===== config.mk =====
export PLATFORM = sky130hd
export DESIGN_NAME = evg_tx_small_flat
export DESIGN_NICKNAME = d
export VERILOG_FILES = /design/src/rtl/evg_pkg.sv /design/src/rtl/evg_tx_small_if.sv /design/src/rtl/evg_seconds_shifter.sv /design/src/rtl/evg_tx_small.sv /design/src/flat_wrapper.sv
export SDC_FILE = /design/constraint.sdc
export NUM_CORES = 1
export LEC_CHECK = 0
export ABC_CLOCK_PERIOD_IN_PS = 5300
export CAP_MARGIN = 10
export CORE_MARGIN = 3
export CORE_UTILIZATION = 40
export CTS_BUF_LIST = sky130_fd_sc_hd__clkbuf_16
export DETAILED_ROUTE_END_ITERATION = 7
export PLACE_DENSITY = 0.73
export SYNTH_ARGS = -nofsm -noshare
export SYNTH_HDL_FRONTEND = slang
export SYNTH_SLANG_ARGS = --single-unit

===== constraint.sdc =====
create_clock -name evgTxClk -period 5.3 [get_ports evgTxClk]
set_input_delay 1.06 -clock evgTxClk [delete_from_list [all_inputs] [get_ports evgTxClk]]
set_output_delay 1.06 -clock evgTxClk [all_outputs]
set_load 0.02 [all_outputs]

===== src/rtl/evg_pkg.sv =====
// Shared event codes, transmit-word lane positions and source select for the EVG transmitter.
package evg_pkg;
  localparam logic [7:0] EVCODE_SHIFT0       = 8'h70;
  localparam logic [7:0] EVCODE_SHIFT1       = 8'h71;
  localparam logic [7:0] EVCODE_LOAD_SECONDS = 8'h7D;
  localparam logic [7:0] EVCODE_NULL         = 8'h00;
  localparam logic [7:0] K28_5               = 8'hBC;

  localparam int TX_EVENT_LSB = 0;
  localparam int TX_EVENT_MSB = 7;
  localparam int TX_DBUS_LSB  = 8;
  localparam int TX_DBUS_MSB  = 15;

  localparam int SECONDS_W = 32;

  typedef enum logic [2:0] {
    SRC_IDLE,
    SRC_PPS,
    SRC_COMMA,
    SRC_USER,
    SRC_SHIFT
  } evSrc_t;

  // Codes the link reserves for itself; a user may not inject them.
  function automatic logic isReservedCode(input logic [7:0] code);
    return (code == EVCODE_SHIFT0) || (code == EVCODE_SHIFT1) ||
           (code == EVCODE_LOAD_SECONDS) || (code == K28_5);
  endfunction
endpackage


===== src/rtl/evg_tx_small_if.sv =====
// User event-code handshake: requester holds eventCode with eventValid until eventReady.
interface evg_tx_small_if;
  logic       eventValid;
  logic [7:0] eventCode;
  logic       eventReady;

  modport master (output eventValid, output eventCode, input eventReady);
  modport slave  (input eventValid, input eventCode, output eventReady);
endinterface


===== src/rtl/evg_seconds_shifter.sv =====
// Seconds counter plus MSB-first shift of the next seconds value, paced by a spacing counter.
// Requests one bit at a time; a blocked request simply waits for shiftGrant.
module evg_seconds_shifter
  import evg_pkg::*;
#(
  parameter int SHIFT_INTERVAL = 16
) (
  input  logic                 clk,
  input  logic                 rst,
  input  logic                 setSecondsStrobe,
  input  logic [SECONDS_W-1:0] setSecondsValue,
  input  logic                 shiftGrant,
  input  logic                 loadGrant,
  output logic                 shiftRequest,
  output logic                 shiftBit,
  output logic [SECONDS_W-1:0] seconds,
  output logic                 shiftOverrun
);
  localparam logic [15:0] SPACING = 16'(SHIFT_INTERVAL);

  logic [SECONDS_W-1:0] shiftReg;
  logic [SECONDS_W-1:0] secondsInc;
  logic [5:0]           bitCnt;
  logic [15:0]          spaceCnt;

  assign secondsInc   = seconds + 32'd1;
  assign shiftRequest = (bitCnt != 6'd0) && (spaceCnt >= SPACING);
  assign shiftBit     = shiftReg[SECONDS_W-1];

  // spaceCnt restarts at 1 so that it equals the cycles elapsed since the last shift/reload.
  always_ff @(posedge clk or posedge rst) begin
    if (rst) begin
      seconds      <= '0;
      shiftReg     <= '0;
      bitCnt       <= 6'd0;
      spaceCnt     <= 16'd0;
      shiftOverrun <= 1'b0;
    end else begin
      shiftOverrun <= loadGrant && (bitCnt != 6'd0);
      if (setSecondsStrobe) begin
        seconds  <= setSecondsValue;
        shiftReg <= setSecondsValue;
        bitCnt   <= 6'd32;
        spaceCnt <= 16'd1;
      end else if (loadGrant) begin
        seconds  <= secondsInc;
        shiftReg <= secondsInc;
        bitCnt   <= 6'd32;
        spaceCnt <= 16'd1;
      end else if (shiftGrant) begin
        shiftReg <= {shiftReg[SECONDS_W-2:0], 1'b0};
        bitCnt   <= bitCnt - 6'd1;
        spaceCnt <= 16'd1;
      end else if (spaceCnt < SPACING) begin
        spaceCnt <= spaceCnt + 16'd1;
      end
    end
  end
endmodule


===== src/rtl/evg_tx_small.sv =====
// MRF-style EVG transmit word builder: PPS load > forced comma > user event > seconds shift > idle comma.
// One cycle from arbitration to evgTxWord; eventReady is combinational and drops on PPS/comma cycles.
module evg_tx_small
  import evg_pkg::*;
#(
  parameter int COMMA_INTERVAL = 64,
  parameter int SHIFT_INTERVAL = 16
) (
  input  logic                 evgTxClk,
  input  logic                 evgTxReset,
  input  logic                 ppsMarker,
  evg_tx_small_if.slave        userEvent,
  input  logic [7:0]           distributedDataBus,
  input  logic                 setSecondsStrobe,
  input  logic [SECONDS_W-1:0] setSecondsValue,
  output logic [SECONDS_W-1:0] seconds,
  output logic                 shiftOverrun,
  output logic                 reservedDrop,
  output logic [15:0]          evgTxWord,
  output logic [1:0]           evgCharIsK
);
  localparam logic [15:0] COMMA_LIMIT = 16'(COMMA_INTERVAL - 1);

  evSrc_t     src;
  logic [7:0] eventByte;
  logic [15:0] commaCnt;
  logic       ppsPrev;
  logic       ppsPending;
  logic       ppsEdge;
  logic       shiftRequest;
  logic       shiftBit;
  logic       loadGrant;
  logic       shiftGrant;

  assign ppsEdge    = ppsMarker && !ppsPrev;
  assign loadGrant  = (src == SRC_PPS);
  assign shiftGrant = (src == SRC_SHIFT);
  assign userEvent.eventReady = (src == SRC_USER) && !evgTxReset;

  // >= rather than == so a comma pre-empted by 0x7D goes out on the very next cycle.
  always_comb begin
    src = SRC_IDLE;
    if (ppsPending)                  src = SRC_PPS;
    else if (commaCnt >= COMMA_LIMIT) src = SRC_COMMA;
    else if (userEvent.eventValid)   src = SRC_USER;
    else if (shiftRequest)           src = SRC_SHIFT;
  end

  always_comb begin
    eventByte = K28_5;
    case (src)
      SRC_PPS:   eventByte = EVCODE_LOAD_SECONDS;
      SRC_USER:  eventByte = isReservedCode(userEvent.eventCode) ? EVCODE_NULL : userEvent.eventCode;
      SRC_SHIFT: eventByte = shiftBit ? EVCODE_SHIFT1 : EVCODE_SHIFT0;
      default:   eventByte = K28_5;
    endcase
  end

  always_ff @(posedge evgTxClk or posedge evgTxReset) begin
    if (evgTxReset) begin
      evgTxWord    <= {8'h00, K28_5};
      evgCharIsK   <= 2'b01;
      reservedDrop <= 1'b0;
      commaCnt     <= 16'd0;
      ppsPrev      <= 1'b0;
      ppsPending   <= 1'b0;
    end else begin
      evgTxWord[TX_DBUS_MSB:TX_DBUS_LSB]   <= distributedDataBus;
      evgTxWord[TX_EVENT_MSB:TX_EVENT_LSB] <= eventByte;
      evgCharIsK   <= {1'b0, eventByte == K28_5};
      reservedDrop <= (src == SRC_USER) && isReservedCode(userEvent.eventCode);
      commaCnt     <= (eventByte == K28_5) ? 16'd0 : commaCnt + 16'd1;
      ppsPrev      <= ppsMarker;
      ppsPending   <= ppsEdge || (ppsPending && !loadGrant);
    end
  end

  evg_seconds_shifter #(
    .SHIFT_INTERVAL(SHIFT_INTERVAL)
  ) secondsShifter (
    .clk              (evgTxClk),
    .rst              (evgTxReset),
    .setSecondsStrobe (setSecondsStrobe),
    .setSecondsValue  (setSecondsValue),
    .shiftGrant       (shiftGrant),
    .loadGrant        (loadGrant),
    .shiftRequest     (shiftRequest),
    .shiftBit         (shiftBit),
    .seconds          (seconds),
    .shiftOverrun     (shiftOverrun)
  );
endmodule

===== src/flat_wrapper.sv =====
// flat-port wrapper written by rule: the top's interface ports become plain ports
module evg_tx_small_flat import evg_pkg::*;
#(
  parameter int COMMA_INTERVAL = 64,
  parameter int SHIFT_INTERVAL = 16
)
  (evgTxClk, evgTxReset, ppsMarker, distributedDataBus, setSecondsStrobe, setSecondsValue, seconds, shiftOverrun, reservedDrop, evgTxWord, evgCharIsK, userEvent_eventValid, userEvent_eventCode, userEvent_eventReady);
  evg_tx_small_if userEvent_i ();
  input  logic evgTxClk;
  input  logic evgTxReset;
  input  logic ppsMarker;
  input  logic [7:0] distributedDataBus;
  input  logic setSecondsStrobe;
  input  logic [SECONDS_W-1:0] setSecondsValue;
  output logic [SECONDS_W-1:0] seconds;
  output logic shiftOverrun;
  output logic reservedDrop;
  output logic [15:0] evgTxWord;
  output logic [1:0] evgCharIsK;
  input wire logic [$bits(userEvent_i.eventValid)-1:0] userEvent_eventValid;
  input wire logic [$bits(userEvent_i.eventCode)-1:0] userEvent_eventCode;
  output wire logic [$bits(userEvent_i.eventReady)-1:0] userEvent_eventReady;
  assign userEvent_i.eventValid = userEvent_eventValid;
  assign userEvent_i.eventCode = userEvent_eventCode;
  assign userEvent_eventReady = userEvent_i.eventReady;
  evg_tx_small #(.COMMA_INTERVAL(COMMA_INTERVAL), .SHIFT_INTERVAL(SHIFT_INTERVAL)) u_core (.evgTxClk(evgTxClk), .evgTxReset(evgTxReset), .ppsMarker(ppsMarker), .userEvent(userEvent_i), .distributedDataBus(distributedDataBus), .setSecondsStrobe(setSecondsStrobe), .setSecondsValue(setSecondsValue), .seconds(seconds), .shiftOverrun(shiftOverrun), .reservedDrop(reservedDrop), .evgTxWord(evgTxWord), .evgCharIsK(evgCharIsK));
endmodule

== Word-level counts from Yosys, hierarchy flattened ==
Cells that the tools add are included.
Word-level totals
  register bits: 123
  RAM bits: 0
  ROM bits: 0
  bits in latches: 0
  output and inout bits: 53
  memories kept: 0
  logic and storage cells: 63
  input bits: 53
Operators by class
  shift-type cells: 0
  bitwise logic cells: 0
  multiplexer cells: 20
  order comparisons: 3
  multipliers: 0
  div/mod/pow operators: 0
  reductions and logical operators: 17
  equal/unequal tests: 8
  add/sub/neg operators: 4
Operator list (count)
  2-to-1 mux 32 bit: 5
  2-to-1 mux 16 bit: 5
  adder 16 x 1 -> 16 bit (second input constant): 2
  adder 32 x 1 -> 32 bit (second input constant): 1
  equality test 8 x 7 -> 1 bit (second input constant): 3
  one-hot mux 8 bit (3 select lines): 1
  2-to-1 mux 6 bit: 3
  equality test 8 bit (second input constant): 2
  >= comparator 16 x 5 -> 1 bit (second input constant): 1
  >= comparator 16 x 6 -> 1 bit (second input constant): 1
  less-than comparator 16 x 5 -> 1 bit (second input constant): 1
  2-to-1 mux 3 bit: 4
  2-to-1 mux 8 bit: 1
  logical AND 1 bit: 6
  nonzero test 6 bit: 1
  subtractor 6 x 1 -> 6 bit (second input constant): 1
  logical OR 1 bit: 4
  nonzero test 4 bit: 1
  equality test 3 x 1 -> 1 bit (second input constant): 1
  equality test 3 x 2 -> 1 bit (second input constant): 1
  equality test 3 bit (second input constant): 1
  logical NOT 1 bit: 3
  nonzero test 3 bit: 1
  nonzero test 2 bit: 1
  2-to-1 mux 1 bit: 1

== Logic depth before layout (Yosys ltp) ==
  depth after elaboration: 10
  mapped depth: 9

== Modules after synthesis ==
From an unflattened synthesis, not the netlist that was laid out.
Second synthesis, totals
  cells, all modules: 667
  area, all modules: 6433.7 um^2
By module, submodules not included
  evg_seconds_shifter: cells an instance 524, area an instance 4839.6 um^2, sequential area each 2177.1 um^2, times used 1
  evg_tx_small: cells an instance 143, area an instance 1594.0 um^2, sequential area each 908.4 um^2, times used 1

== Least setup slack after synthesis ==
No wires, ideal clock.
  path type: register -> output
  start point: register u_core.commaCnt[15]
  end point: output userEvent_eventReady
  path slack: 2.627 ns
  path buffers: 0
  arrival: 1.613 ns
  cell stages (with the launch flop): 6
  required time: 4.240 ns
  path through: dfrtp_1 > or4_4 > o21bai_1 > nor2_1 > nand3b_1 > nor2_1
On the way
  cells in the longest elaborated chain, start to end: 5
Ends and longest elaborated chain
  from (decl): RTL line evg_tx_small.sv:26  | logic [15:0] commaCnt;
  from (signal assigned): RTL line evg_tx_small.sv:72  | commaCnt <= (eventByte == K28_5) ? 16'd0 : commaCnt + 16'd1;
  >= comparator 16 x 6 -> 1 bit: RTL line evg_tx_small.sv:44  | else if (commaCnt >= COMMA_LIMIT) src = SRC_COMMA;
  2-to-1 mux 3 bit: RTL line evg_tx_small.sv:44
  2-to-1 mux 3 bit: RTL line evg_tx_small.sv:43  | if (ppsPending) src = SRC_PPS;
  equality test 3 x 2 -> 1 bit: RTL line evg_tx_small.sv:38  | assign userEvent.eventReady = (src == SRC_USER) && !evgTxReset;
  logical AND 1 bit: RTL line evg_tx_small.sv:38
  to (decl): RTL line flat_wrapper.sv:22  | output wire logic [$bits(userEvent_i.eventReady)-1:0] userEvent_eventReady;
No other way between the ends.

== Worst setup path after layout ==
Same ends and word-level chain as after synthesis.

==> metrics <==
cts bufs inserted 17; via count of the first global-routing pass roughly 5200; Post-Route Setup TNS 0 ps; count of endpoints failing setup in the final report 0; max cap viols 0; die outline width 131 um; Clock Pin Slew Worst Setup and Hold Paths 60 ps; result of the run complete, no violations; GPL Wtd Cong 0.867; num rows between 40 and 50; number of DRC markers in iteration 0 442; final slew viol count 0; RSZ-0062 raised after global routing no; power per standard cell area 317 nW/um^2; nets in the synthesized netlist 696; data arrival at the endpoint of the critical path 2560 ps; Static Leak around 3.3 nW; Post-DRT Antenna Nets 0; Initial Utilization around 40%; number of flops mapped to enable cells by yosys 0; sort of element at the start of the critical path flop; fraction of layout instances using a drive strength above 1 9.02%; sinks on the clock net 123; number of inserted diodes 0; gr usage total 19.0%; setup bufs post-CTS 0; Design Power 2.55 mW; Worst Max-Slew Pin Slew 1080 ps; maximum operating frequency 0.276 GHz; cell at the root of the clock tree sky130_fd_sc_hd__clkbuf_16; Critical Path RT 4240 ps; buffer depth of the longest clock path 2; async set or reset register ratio after synthesis 100%; synth top area cells sky130_fd_sc_hd__dfrtp_1 47%, sky130_fd_sc_hd__xor2_1 4.9%, sky130_fd_sc_hd__nand2_1 4.0%; number of hold-slack violations in the final timing report 0; Top-Level Pins 106; CTS resizes 0; count of input and output buffers roughly 100; count of unique library cells instantiated by Yosys 62; sequential-to-total area share from yosys stat 49.3%; Clock Skew 9.97 ps; detailed placer's ending HPWL 10600 um; most area-hungry cell type in the Yosys netlist sky130_fd_sc_hd__dfrtp_1; worst min-delay path category reg -> reg; synthesized instance count 637; worst hold margin 395 ps; first-pass GRT wire length 25900 um; VDD IR max 0.156 mV; die outline area 17200 sq um; final net count roughly 800; initial antenna violation count 0; Placeable Area 15300 sq um; min cycle time layout 3620 ps; H-tree levels 4; top fanout value on the critical path 2; total DRC errors in the routed layout 0; nature of the critical path endpoint primary output; netlist area before placement 6260 sq um; type of the worst setup path reg -> out; average cell area after synthesis between 9 and 10 sq um; count of yosys warnings during synthesis 0; die span in y 131 um; via count 5244; pin count of the biggest net entering global routing 64; Via-to-Cell Ratio approximately 5.5; Final Cycle Share 68.3%; TritonCTS clock tree yes; Post-synth top flop sky130_fd_sc_hd__dfrtp_1; top-area cell type share of the netlist area 46.8%; post-synthesis register bit count 123; wire per inst between 15 and 20 um; cts hold-fix bufs 0; area growth from synthesis to layout 28.3%; clock latency reported for the late side of the worst-skew pair 410 ps; routed wire length 15600 um; length of the first detailed-routing pass in iterations 5; GRT Residual Overflow 0; relative slew slack 27.4%
-- worst paths after layout --
kind                                                                       end  cells past startpoint                                         from  slack [ps]
worst max-delay path                                      userEvent_eventReady                      6                u_core.commaCnt[15]$_DFF_PP0_        1680
worst min-delay path                               u_core.ppsPending$_DFF_PP0_                      1                     u_core.ppsPrev$_DFF_PP0_         390
worst max register to register  u_core.secondsShifter.shiftReg[12]$_DFFE_PP0P_                      8  u_core.secondsShifter.bitCnt[0]$_DFFE_PP0P_        2550
worst min register to register                     u_core.ppsPending$_DFF_PP0_                      1                     u_core.ppsPrev$_DFF_PP0_         390
max in group asynchronous         u_core.secondsShifter.seconds[7]$_DFFE_PP0P_                      3                                   evgTxReset        3160
min in group asynchronous                        u_core.commaCnt[13]$_DFF_PP0_                      2                                   evgTxReset        1200
-- layout make-up --
type | instances | area, sq um
flip-flops and latches | 123 | 3090
fillers | 1327 | 7230
clock buffers | 17 | 425
repair buffers | 117 | 1140
inverters | 16 | 62.6
well taps | 211 | 264
clock inverters | 15 | 134
multi-input cells | 455 | 2920
-- synth_stat cells (4+ instances only) --
library cell / instances
sky130_fd_sc_hd__dfrtp_1: 117
sky130_fd_sc_hd__nor2_1: 56
sky130_fd_sc_hd__xor2_1: 35
sky130_fd_sc_hd__nand4_1: 20
sky130_fd_sc_hd__mux2i_1: 12
sky130_fd_sc_hd__a221oi_1: 9
sky130_fd_sc_hd__a21boi_0: 5
sky130_fd_sc_hd__nor4_1: 11
sky130_fd_sc_hd__nand2_1: 67
sky130_fd_sc_hd__nand2b_1: 4
sky130_fd_sc_hd__and3_1: 23
sky130_fd_sc_hd__dfstp_2: 6
sky130_fd_sc_hd__a41oi_1: 5
sky130_fd_sc_hd__clkbuf_1: 24
sky130_fd_sc_hd__or3_1: 4
sky130_fd_sc_hd__mux2_2: 4
sky130_fd_sc_hd__buf_2: 9
sky130_fd_sc_hd__inv_1: 16
sky130_fd_sc_hd__o21ai_0: 30
sky130_fd_sc_hd__nor3_1: 12
sky130_fd_sc_hd__and2_1: 8
sky130_fd_sc_hd__nand3_1: 24
sky130_fd_sc_hd__a2bb2oi_1: 9
sky130_fd_sc_hd__a211o_1: 4
sky130_fd_sc_hd__a31oi_1: 10
sky130_fd_sc_hd__a22oi_1: 7
sky130_fd_sc_hd__ha_1: 6
sky130_fd_sc_hd__a21oi_1: 15
sky130_fd_sc_hd__o22a_1: 4
sky130_fd_sc_hd__nor2b_1: 7
sky130_fd_sc_hd__xnor2_1: 22
sky130_fd_sc_hd__buf_4: 6
-- state kept, by name, summed over array words and instances (netlist names) --
name and flops:
u_core.secondsShifter.shiftOverrun 1, u_core.evgTxWord 16, u_core.commaCnt 16, u_core.secondsShifter.shiftReg 32, u_core.ppsPrev 1, u_core.ppsPending 1, u_core.evgCharIsK 1, u_core.secondsShifter.spaceCnt 16
u_core.reservedDrop 1, u_core.secondsShifter.bitCnt 6, u_core.secondsShifter.seconds 32
-- power by group --
part / switching [mW] / internal [mW]
logic: 0.188 / 0.175
registers: 0.0739 / 1.01
clock network: 0.416 / 0.681
total: 0.678 / 1.87
-- metrics by stage --
step / cells / util [%] / worst slack (ps) / instance area, sq um
after detailed placement: 922 / 49.0 / 1810 / 7470
final: 954 / 52.6 / 1680 / 8030
after CTS: 954 / 52.6 / 1650 / 8030
after floorplan: 637 / - / 979 / 6260
after global placement: 922 / 49.0 / 1800 / 7470
after global routing: 954 / 52.6 / 1570 / 8030
-- cells by family (layout without fill, tap and decap cells) --
kind of cell | count (synthesis) | count (layout) | synth area share [%]
AND/OR/NAND/NOR | 252 | 252 | 20.6
AO/OA/AOI/OAI | 123 | 123 | 14.1
other | 1 | 1 | 0.0599
XOR/XNOR | 57 | 57 | 7.98
buffers and inverters | 59 | 165 | 4.20
adder cells (fa/ha/maj) | 6 | 6 | 1.20
multiplexers | 16 | 16 | 2.64
flip-flops | 123 | 123 | 49.3
-- critical path: stages (launching register included) --
cell and delay [ps]:
sky130_fd_sc_hd__dfrtp_1 390, sky130_fd_sc_hd__or4_4 570, sky130_fd_sc_hd__o21bai_1 200, sky130_fd_sc_hd__nor2_1 160, sky130_fd_sc_hd__nand3b_1 120, sky130_fd_sc_hd__nor2_1 100
sky130_fd_sc_hd__clkdlybuf4s50_1 610
-- metal layers --
layer  global-route usage (%)  up-vias  wire (um)  part of all wire (%)
met5                        0        -          0                     0
met1                     25.6     2621       7060                    45
li1                         -     2460          -                     -
met4                     5.38        0        108                  0.69
met2                     30.8      155       7680                    49
met3                     4.34        8        759                   4.9
-- cells in the final DEF, fill, tap and decap left out, drive strengths merged, types with 4 or more instances in the layout --
cell type	netlist	layout
dfrtp	117	117
a21boi	5	5
xor2	35	35
nor3	12	12
a21oi	15	15
o22a	4	4
mux2i	12	12
a41oi	5	5
nand2b	4	4
nand4	21	21
inv	16	17
nor4	12	12
nor2b	7	7
a2bb2oi	9	9
a31oi	11	11
o21ai	30	30
or3	4	4
and3	23	23
clkinv	0	9
nor2	56	56
xnor2	22	22
nand2	67	67
buf	19	13
a22oi	7	7
nand3	25	25
clkdlybuf4s50	0	104
ha	6	6
and2	8	8
clkbuf	24	17
a211o	4	4
dfstp	6	6
a221oi	9	9
mux2	4	4
No activity file was read; power rests on OpenSTA's default activity.
